**src/rtl/bpsk_symbol_source.sv**
```systemverilog
// BPSK symbol source: bit FIFO, free-running carrier phase, symbol FSM.
// Optional differential encoding when BPSK_SYMBOL_SOURCE_DBPSK_EN is defined.
`ifndef ADC_BITS
`define ADC_BITS 12
`endif
`ifndef CARRIER_SAMPLES_PER_PERIOD
`define CARRIER_SAMPLES_PER_PERIOD 20
`endif
`ifndef ADC_SAMPLING_FREQ
`define ADC_SAMPLING_FREQ 1000000
`endif
`ifndef CARRIER_FREQ
`define CARRIER_FREQ 50000
`endif

// 20-point cosine table, amplitude 2047, one combinational read per port.
module cosine_lut #(
  parameter int READ_PORTS = 1,
  parameter int IDX_W = 5,
  parameter int DATA_W = 16
) (
  input  logic [READ_PORTS*IDX_W-1:0]  index,
  output logic [READ_PORTS*DATA_W-1:0] value
);

  function automatic int cos20(input logic [IDX_W-1:0] k);
    case (int'(k))
      0:  return 2047;
      1:  return 1947;
      2:  return 1656;
      3:  return 1203;
      4:  return 633;
      5:  return 0;
      6:  return -633;
      7:  return -1203;
      8:  return -1656;
      9:  return -1947;
      10: return -2047;
      11: return -1947;
      12: return -1656;
      13: return -1203;
      14: return -633;
      15: return 0;
      16: return 633;
      17: return 1203;
      18: return 1656;
      19: return 1947;
      default: return 0;
    endcase
  endfunction

  // Table lookup for every read port.
  always_comb begin
    value = '0;
    for (int p = 0; p < READ_PORTS; p++)
      value[p*DATA_W +: DATA_W] =
        DATA_W'(cos20(index[p*IDX_W +: IDX_W]));
  end

endmodule

module bpsk_symbol_source #(
  parameter int SAMPLES_PER_SYMBOL = 20,
  parameter int FIFO_DEPTH = 8,
  parameter int PHASE_STEP = `CARRIER_SAMPLES_PER_PERIOD /
    (`ADC_SAMPLING_FREQ / `CARRIER_FREQ)
) (
  input  logic                             clk,
  input  logic                             rst,
  input  logic                             en,
  input  logic                             bit_valid,
  input  logic                             bit_data,
  output logic                             bit_ready,
  output logic [`ADC_BITS-1:0]             sample_out,
  output logic                             sample_valid,
  output logic                             symbol_start,
  output logic [$clog2(FIFO_DEPTH+1)-1:0]  fifo_level
);

  localparam int N   = `CARRIER_SAMPLES_PER_PERIOD;
  localparam int PW  = $clog2(N);
  localparam int PW1 = PW + 1;
  localparam int CW  = $clog2(SAMPLES_PER_SYMBOL);
  localparam int AW  = $clog2(FIFO_DEPTH);
  localparam int LW  = $clog2(FIFO_DEPTH+1);

  typedef enum logic {IDLE, RUN} state_t;

  state_t                 state, state_next;
  logic [CW-1:0]          cnt, cnt_next;
  logic [FIFO_DEPTH-1:0]  mem;
  logic [AW-1:0]          wr_ptr, rd_ptr;
  logic                   full, empty, push, pop, head;
  logic                   tx;
  logic [PW-1:0]          phase, phase_next, idx;
  logic [PW1-1:0]         ph_sum, ix_sum;
  logic [`ADC_BITS-1:0]   lut_val;

  assign full      = fifo_level == LW'(FIFO_DEPTH);
  assign empty     = fifo_level == '0;
  assign bit_ready = !full;
  assign push      = bit_valid && !full;
  assign head      = mem[rd_ptr];

  // Carrier phase step and symbol-offset index, both modulo N.
  always_comb begin
    ph_sum = {1'b0, phase} + PW1'(PHASE_STEP);
    phase_next = (ph_sum >= PW1'(N)) ?
      PW'(ph_sum - PW1'(N)) : PW'(ph_sum);
    ix_sum = {1'b0, phase} + (tx ? PW1'(N/2) : '0);
    idx = (ix_sum >= PW1'(N)) ?
      PW'(ix_sum - PW1'(N)) : PW'(ix_sum);
  end

  cosine_lut #(
    .READ_PORTS (1),
    .IDX_W      (PW),
    .DATA_W     (`ADC_BITS)
  ) u_lut (
    .index (idx),
    .value (lut_val)
  );

  // FSM next state, symbol counter and FIFO pop request.
  always_comb begin
    state_next = state;
    cnt_next   = cnt;
    pop        = 1'b0;
    unique case (state)
      IDLE: begin
        if (en && !empty) begin
          pop        = 1'b1;
          state_next = RUN;
          cnt_next   = '0;
        end
      end
      RUN: begin
        if (!en) begin
          state_next = IDLE;
          cnt_next   = '0;
        end else if (cnt == CW'(SAMPLES_PER_SYMBOL-1)) begin
          cnt_next = '0;
          if (!empty) pop = 1'b1;
          else state_next = IDLE;
        end else begin
          cnt_next = cnt + 1'b1;
        end
      end
      default: state_next = IDLE;
    endcase
  end

  // FIFO storage; contents are don't-care once pointers reset.
  always_ff @(posedge clk) begin
    if (push) mem[wr_ptr] <= bit_data;
  end

  // State, FIFO pointers, carrier phase, symbol phase and outputs.
  always_ff @(posedge clk or negedge rst) begin
    if (!rst) begin
      state        <= IDLE;
      cnt          <= '0;
      wr_ptr       <= '0;
      rd_ptr       <= '0;
      fifo_level   <= '0;
      phase        <= '0;
      tx           <= 1'b0;
      sample_out   <= '0;
      sample_valid <= 1'b0;
      symbol_start <= 1'b0;
    end else begin
      state      <= state_next;
      cnt        <= cnt_next;
      phase      <= phase_next;
      fifo_level <= fifo_level + LW'(push) - LW'(pop);
      if (push) wr_ptr <= wr_ptr + 1'b1;
      if (pop) begin
        rd_ptr <= rd_ptr + 1'b1;
`ifdef BPSK_SYMBOL_SOURCE_DBPSK_EN
        tx <= tx ^ head;
`else
        tx <= head;
`endif
      end
      sample_out   <= (state == RUN) ? lut_val : '0;
      sample_valid <= state == RUN;
      symbol_start <= (state == RUN) && (cnt == '0);
    end
  end

endmodule

```
**config.mk**
```make
export PLATFORM = sky130hd
export DESIGN_NAME = bpsk_symbol_source
export DESIGN_NICKNAME = d
export VERILOG_FILES = /design/src/rtl/bpsk_symbol_source.sv
export SDC_FILE = /design/constraint.sdc
export NUM_CORES = 1
export LEC_CHECK = 0
export ABC_CLOCK_PERIOD_IN_PS = 3250
export BUFFER_PORTS_ARGS = -buffer_cell sky130_fd_sc_hd__buf_2
export CORE_MARGIN = 4
export CORE_UTILIZATION = 54
export CTS_CLUSTER_SIZE = 40
export DETAILED_ROUTE_END_ITERATION = 10
export PLACE_DENSITY = 0.85
export SYNTH_ARGS = -nofsm -noshare
export SYNTH_HDL_FRONTEND = slang
export SYNTH_SLANG_ARGS = --single-unit
```
**constraint.sdc**
```tcl
create_clock -name clk -period 3.25 [get_ports clk]
set_clock_uncertainty 0.2 [all_clocks]
set_input_delay 0.325 -clock clk [delete_from_list [all_inputs] [get_ports clk]]
set_output_delay 0.325 -clock clk [all_outputs]
set_load 0.005 [all_outputs]
```
==> results of run 1 <==
[routing by layer]
layer  GRT usage  wire, um  up-vias
met3      0.0390       476       14
met5           0         0        -
li1            -         -     1173
met4      0.0980       151        0
met2       0.380      3400      118
met1       0.258      2650     1205
[power breakdown]
part           internal (uW)  switching [uW]
sequential               717             107
clock                    153             197
combinational            664             801
total                   1530            1110
[worst max-delay path, delay by kind of cell (launching register included)]
family	cells	cell delay [ps]
fa+ha+maj	3	660
simple gates	2	330
compound gates	4	980
flops	1	430
xor+xnor	1	250
buf+inv	1	180
[kinds of logic (layout without fill, tap and decap cells)]
group / after synthesis / count (layout)
adder cells (fa/ha/maj): 29 / 29
XOR/XNOR: 11 / 11
buffers and inverters: 29 / 64
flip-flops: 44 / 44
AND/OR/NAND/NOR: 94 / 94
multiplexers: 11 / 11
AO/OA/AOI/OAI: 82 / 82
[flip-flops by register name, indices dropped and copies added (netlist names)]
register      count
state             1
fifo_level        4
symbol_start      1
mem               8
cnt               5
wr_ptr            3
phase             5
rd_ptr            3
sample_out       12
sample_valid      1
tx                1
[cell type report]
| type | count | share of cell area |
|---|---|---|
| multi-input combinational | 227 | 0.520 |
| sequential | 44 | 0.340 |
| timing repair buffer | 36 | 0.0642 |
| tap | 70 | 0.0261 |
| inverter | 20 | 0.0224 |
| clock buffer | 5 | 0.0205 |
| clock inverter | 3 | 0.00634 |
[through the flow]
step	utilization	cells	power, uW
CTS	0.635	405	2600
global placement	0.615	396	2160
global route	0.640	405	2840
finish	0.640	405	2640
floorplan	-	300	1810
detailed placement	0.615	396	2230
[cell usage after synthesis, types with 8 or more instances]
cell	n	share of area
nand2_1	32	0.040
a21oi_1	14	0.023
o21ai_0	11	0.018
nand3_1	9	0.015
inv_1	19	0.024
ha_1	28	0.12
nor3_1	10	0.017
nor2_1	16	0.020
edfxtp_1	8	0.080
xnor2_1	8	0.023
dfrtp_1	36	0.30
o22ai_1	8	0.017
[how the worst max path moves through the flow]
stage	startpoint	end	slack, ps	cells after the start
finish	phase[1]$_DFF_PN0_	sample_out[8]$_DFF_PN0_	140	11
global route	phase[1]$_DFF_PN0_	sample_out[9]$_DFF_PN0_	-20	10
CTS	phase[1]$_DFF_PN0_	sample_out[6]$_DFF_PN0_	7	11
detailed placement	phase[1]$_DFF_PN0_	sample_out[9]$_DFF_PN0_	50	10
global placement	tx$_DFFE_PN0N_	sample_out[8]$_DFF_PN0_	200	10
floorplan	tx$_DFFE_PN0N_	sample_out[8]$_DFF_PN0_	50	13
[cells in the final DEF, fill, tap and decap left out, types with 2 or more instances in the layout]
master     Yosys  routed
a32o_1         2       2
o32ai_1        2       2
o32a_1         2       2
mux4_2         2       2
nand2b_1       4       4
a21o_1         2       2
a22oi_1        3       3
or2_1          3       3
a31oi_1        4       4
edfxtp_1       8       8
nand2_1       32      32
clkbuf_8       2       5
ha_2           0       3
o21a_1         4       4
xnor2_1        8       8
dfrtp_1       36      36
inv_1         19      19
mux2i_1        4       4
a211oi_1       4       4
buf_4          1      12
and3_2         2       2
ha_1          28      25
a211o_1        2       2
o2111ai_1      2       2
nor3_1        10      10
o21ai_0       11      11
nand3_1        9       9
xor2_1         3       3
o31ai_1        4       4
or3_4          1       2
nor2_1        16      16
mux2_2         2       2
o22ai_1        8       8
buf_2          1      23
o211ai_1       2       2
o221ai_1       2       2
and3_1         3       3
a21oi_1       14      14
or2_2          2       2
[timing repair]
action | in CTS | in global routing
setup buffers | 0 | 0
pin swaps | 0 | 1
setup endpoints to repair | 4 | 11
resized for setup | 1 | 6
hold buffers | 1 | 0
endpoints found under the hold margin | 36 | 0
==> impl_metrics.json, run 1 <==
{
  "status": "finished with violations",
  "failed_checks": "design-rule violations",
  "wl_per_cell_um": 16.5,
  "core_area_um2": 5240,
  "portBuffers": 23,
  "vias": 2510,
  "min_path_type": "in2reg",
  "areaGrowthSynthToFinish_pct": 12.0,
  "synth_adder_area_share": 0.124,
  "cts_tree": "done",
  "synth_cell_type_count": 70,
  "antenna_found_initial": 0,
  "ys_seq_elements": 44,
  "syn_area_um2": 2990,
  "cts_buffer_depth": 2,
  "antenna_left": 0,
  "clk_latency_ps": 300,
  "drv_cap": 0,
  "slowest_delay_ps": 430,
  "numCtsBuffers": 5,
  "yosysWarnings": 0,
  "antenna_cells": 0,
  "worstSetupPathType": "reg2reg",
  "grt_usage": 0.217,
  "syn_nets": 334,
  "fin_tns_setup_ps": 0,
  "syn_avg_cell_area_um2": 9.98,
  "pre_cts_ws_ps": 51.6,
  "vias_per_cell": 6.20,
  "finalCritPeriodShare": 0.957,
  "ys.flop_type": "dfrtp_1",
  "hold_viol_final": 0,
  "h-tree-depth": 2,
  "peakVddDrop_v": 0.000492,
  "hold_path_depth": 1,
  "drtIter0Drc": 290,
  "tightest_slew_ps": 800,
  "whs_ps": 93.7,
  "crit_fanout": 7,
  "nets": 368,
  "post-route-drc-count": 1,
  "slew-limit-headroom": 0.467,
  "syn_inst": 300,
  "seq_area_frac_synth": 0.381,
  "grt_max_degree": 37,
  "dpl_cell_area_um2": 3220,
  "rows": 26,
  "maxSlewViolCount": 0,
  "p_per_area_nw_per_um2": 787,
  "pin_count": 24,
  "path_clk_slew_ps": 90,
  "root_buffer": "clkbuf_8",
  "slowest_stage": "dfrtp_1",
  "synth.area.mux_share": 0.0523,
  "worstPathCellList": "ha_2 -> ha_2 -> xnor2_1 -> buf_4 -> ha_1 -> a21boi_4 -> nor3b_4 -> a211o_1 -> a2bb2oi_2 -> nor3_1 -> a22o_1",
  "start_kind": "flop",
  "hpwl_um": 4870,
  "layout_setup_ws_ps": 140,
  "hold_end": "mem[5]$_DFFE_PP_",
  "multi_input_area_um2": 1740,
  "min_from": "bit_data",
  "synth_top_family_by_area": "compound AO/OA/AOI/OAI gates",
  "synth_edf_count": 8,
  "overflow": 0,
  "place.gp.congestion": 1.01,
  "synth_xor_xnor_area_share": 0.0322,
  "start_util": 0.571,
  "reg2reg_to": "sample_out[8]$_DFF_PN0_",
  "cp_data_required_time_ps": 3240,
  "drive_gt1_frac": 0.218,
  "ff2ff_setup_slack_ps": 140,
  "regArea_um2": 1140,
  "grt_pass1_vias": 2451,
  "fmaxAchievable_mhz": 322,
  "ys_async_sr_fraction": 0.818,
  "arrival_ps": 3100,
  "finalSetupViolCount": 0,
  "wl_um": 6680,
  "timing.rr.start": "phase[1]$_DFF_PN0_",
  "end_kind": "flop",
  "fill_cells": 419,
  "cp_common_cell": "ha_2",
  "synth_compound_area_frac": 0.200,
  "leakagePower_uw": 0.00149,
  "final_area_um2": 3350,
  "die_h_um": 82.4,
  "fin_crit_ps": 3110,
  "die_area_um2": 6800,
  "synthSimpleGateAreaFrac": 0.163,
  "dr.pass1.iters": 8,
  "grt_pass1_wl_um": 11200,
  "die-width_um": 82.4,
  "r2r_cells": 11,
  "cts_sinks": 44
}
Note: power is estimated with default switching activity, not from simulation.
==> run 2: changes to the inputs <==
==> config.mk (replaced) <==
export PLATFORM = sky130hd
export DESIGN_NAME = bpsk_symbol_source
export DESIGN_NICKNAME = d
export VERILOG_FILES = /design/src/rtl/bpsk_symbol_source.sv
export SDC_FILE = /design/constraint.sdc
export NUM_CORES = 1
export LEC_CHECK = 0
export ABC_CLOCK_PERIOD_IN_PS = 3500
export BUFFER_PORTS_ARGS = -buffer_cell sky130_fd_sc_hd__buf_2
export CORE_MARGIN = 4
export CORE_UTILIZATION = 55
export CTS_CLUSTER_SIZE = 40
export DETAILED_ROUTE_END_ITERATION = 10
export PLACE_DENSITY = 0.83
export SYNTH_ARGS = -nofsm -noshare
export SYNTH_HDL_FRONTEND = slang
export SYNTH_SLANG_ARGS = --single-unit
==> constraint.sdc (replaced) <==
create_clock -name clk -period 3.5 [get_ports clk]
set_clock_uncertainty 0.2 [all_clocks]
set_input_delay 0.35 -clock clk [delete_from_list [all_inputs] [get_ports clk]]
set_output_delay 0.35 -clock clk [all_outputs]
set_load 0.005 [all_outputs]
==> run 2 against run 1 <==
- critical endpoint unchanged
- critical path depth down 1
- core utilization up 0.38 points
- flip-flop and latch count unchanged
- design area about the same
- first-iteration DRC count up 14%
- cell count down 0.99%
- setup slack better by 110 ps
- global-route usage down 0.49 points
- sequential share of layout area about the same
- highest routed layer unchanged
- the run now ends clean
- register-to-register slack better by 110 ps
- largest cell class unchanged
==> impl_metrics.json, run 2 (synthesis gave the netlist of run 1 again) <==
{
  "leakagePower_uw": 0.00149,
  "p_per_area_nw_per_um2": 748,
  "cts_tree": "done",
  "post-route-drc-count": 0,
  "portBuffers": 23,
  "root_buffer": "clkbuf_8",
  "worstSetupPathType": "reg2reg",
  "crit_fanout": 7,
  "antenna_left": 0,
  "combPwrFrac": 0.510,
  "final_common_cell": "dfrtp_1",
  "vias": 2449,
  "pwr-share-seq": 0.306,
  "path_clk_slew_ps": 90,
  "die_area_um2": 6690,
  "cts_buffer_depth": 2,
  "hold_end": "mem[4]$_DFFE_PP_",
  "finalNonFillerCells": 401,
  "fin_tns_setup_ps": 0,
  "start_kind": "flop",
  "overflow": 0,
  "finalCritPeriodShare": 0.928,
  "top_register": "sample_out",
  "cp_data_required_time_ps": 3480,
  "switching_share": 0.395,
  "wl_um": 6590,
  "r2r_cells": 10,
  "finish.utilization": 0.644,
  "p_int_uw": 1520,
  "pin_count": 24,
  "grt_pass1_vias": 2311,
  "grt_pass1_wl_um": 11000,
  "cp_common_cell": "ha_2",
  "dr.pass1.iters": 5,
  "drv_cap": 0,
  "areaGrowthSynthToFinish_pct": 12.0,
  "vias_per_cell": 6.11,
  "fmaxAchievable_mhz": 308,
  "arrival_ps": 3230,
  "status": "finished, final reports clean",
  "dp.cells": 392,
  "cts_sinks": 44,
  "place.gp.congestion": 0.972,
  "post_cts_buffers": 0,
  "reg2reg_to": "sample_out[8]$_DFF_PN0_",
  "ff2ff_setup_slack_ps": 250,
  "grt_usage": 0.212,
  "largestRegisters": "sample_out x12, mem x8",
  "hold_path_depth": 1,
  "maxSlewViolCount": 0,
  "worstPathCellList": "ha_1 -> ha_2 -> xnor2_2 -> ha_2 -> a21boi_4 -> o31ai_1 -> or3_1 -> o22ai_1 -> a22oi_1 -> a22o_1",
  "die_h_um": 81.8,
  "core_area_um2": 5200,
  "finalSetupViolCount": 0,
  "drtIter0Drc": 330,
  "fin_crit_ps": 3250,
  "clk_latency_ps": 300,
  "final_cell_mix": "dfrtp_1, nand2_1, ha_1",
  "slew-limit-headroom": 0.471,
  "power.share.clock": 0.185,
  "rows": 26,
  "nets": 364,
  "wl_per_cell_um": 16.4,
  "start_util": 0.575,
  "antenna_found_initial": 0,
  "die-width_um": 81.8,
  "grt_max_degree": 37,
  "end_kind": "flop",
  "switchingPower_uw": 991,
  "slowest_delay_ps": 520,
  "tightest_slew_ps": 794,
  "h-tree-depth": 2,
  "min_from": "bit_data",
  "largest_reg_flops": 12,
  "numCtsBuffers": 5,
  "grt_setup_unrepaired": "no",
  "timing.rr.start": "tx$_DFFE_PN0N_",
  "hpwl_um": 4820,
  "min_path_type": "in2reg",
  "slowest_stage": "or3_1",
  "antenna_cells": 0,
  "drive_gt1_frac": 0.202,
  "hold_viol_final": 0,
  "peakVddDrop_v": 0.000536
}
run 2: layer usage:
metal | GRT usage | share of wire
met1 | 0.267 | 0.42
met2 | 0.365 | 0.49
met5 | 0 | 0
met3 | 0.0329 | 0.065
met4 | 0.0814 | 0.026
run 2: per-stage QoR:
stage               total power, uW  cell area [um^2]  setup slack [ps]  hold slack, ps
finish                         2510              3350               250             108
global route                   2680              3350              65.6             127
CTS                            2480              3330              42.6             109
detailed placement             2010              3190              72.4             229
global placement               1960              3190               280             234
floorplan                      1680              2990               302            -146
run 2: timing repair:
item / in CTS / in global routing
hold buffers: 1 / 0
gates resized for setup: 0 / 4
endpoints found under the hold margin: 36 / 0
endpoints found under the setup margin: 0 / 9
run 2: layout make-up:
class                           count  area [um^2]
Multi-Input combinational cell    227         1730
Clock buffer                        6         72.6
Tap cell                           70         87.6
Timing Repair Buffer               32          185
Clock inverter                      2         60.1
Inverter                           20         75.1
Fill cell                         416         1850
Sequential cell                    44         1140
run 2: worst max-delay path: cells and delay by family (launching register included):
kind	cells	cell delay, ps
adders and majority gates	3	820
and+or+nand+nor	1	520
DFF	1	410
AOI/OAI and AO/OA	5	960
xor gates and xnor gates	1	220
run 2: worst max path at each step:
stage,from,end,slack (ps)
floorplan,tx$_DFFE_PN0N_,sample_out[8]$_DFF_PN0_,300
global placement,tx$_DFFE_PN0N_,sample_out[8]$_DFF_PN0_,280
detailed placement,tx$_DFFE_PN0N_,sample_out[8]$_DFF_PN0_,70
CTS,tx$_DFFE_PN0N_,sample_out[8]$_DFF_PN0_,40
global route,phase[1]$_DFF_PN0_,sample_out[8]$_DFF_PN0_,70
finish,tx$_DFFE_PN0N_,sample_out[8]$_DFF_PN0_,250
run 2: power by group through the flow:
stage | Combinational (uW) | Sequential [uW] | Clock, uW
after global routing | 1410 | 787 | 487
final | 1280 | 767 | 463
after floorplan | 912 | 769 | 0
after CTS | 1240 | 767 | 465
after global placement | 1190 | 770 | 0
after detailed placement | 1230 | 777 | 0
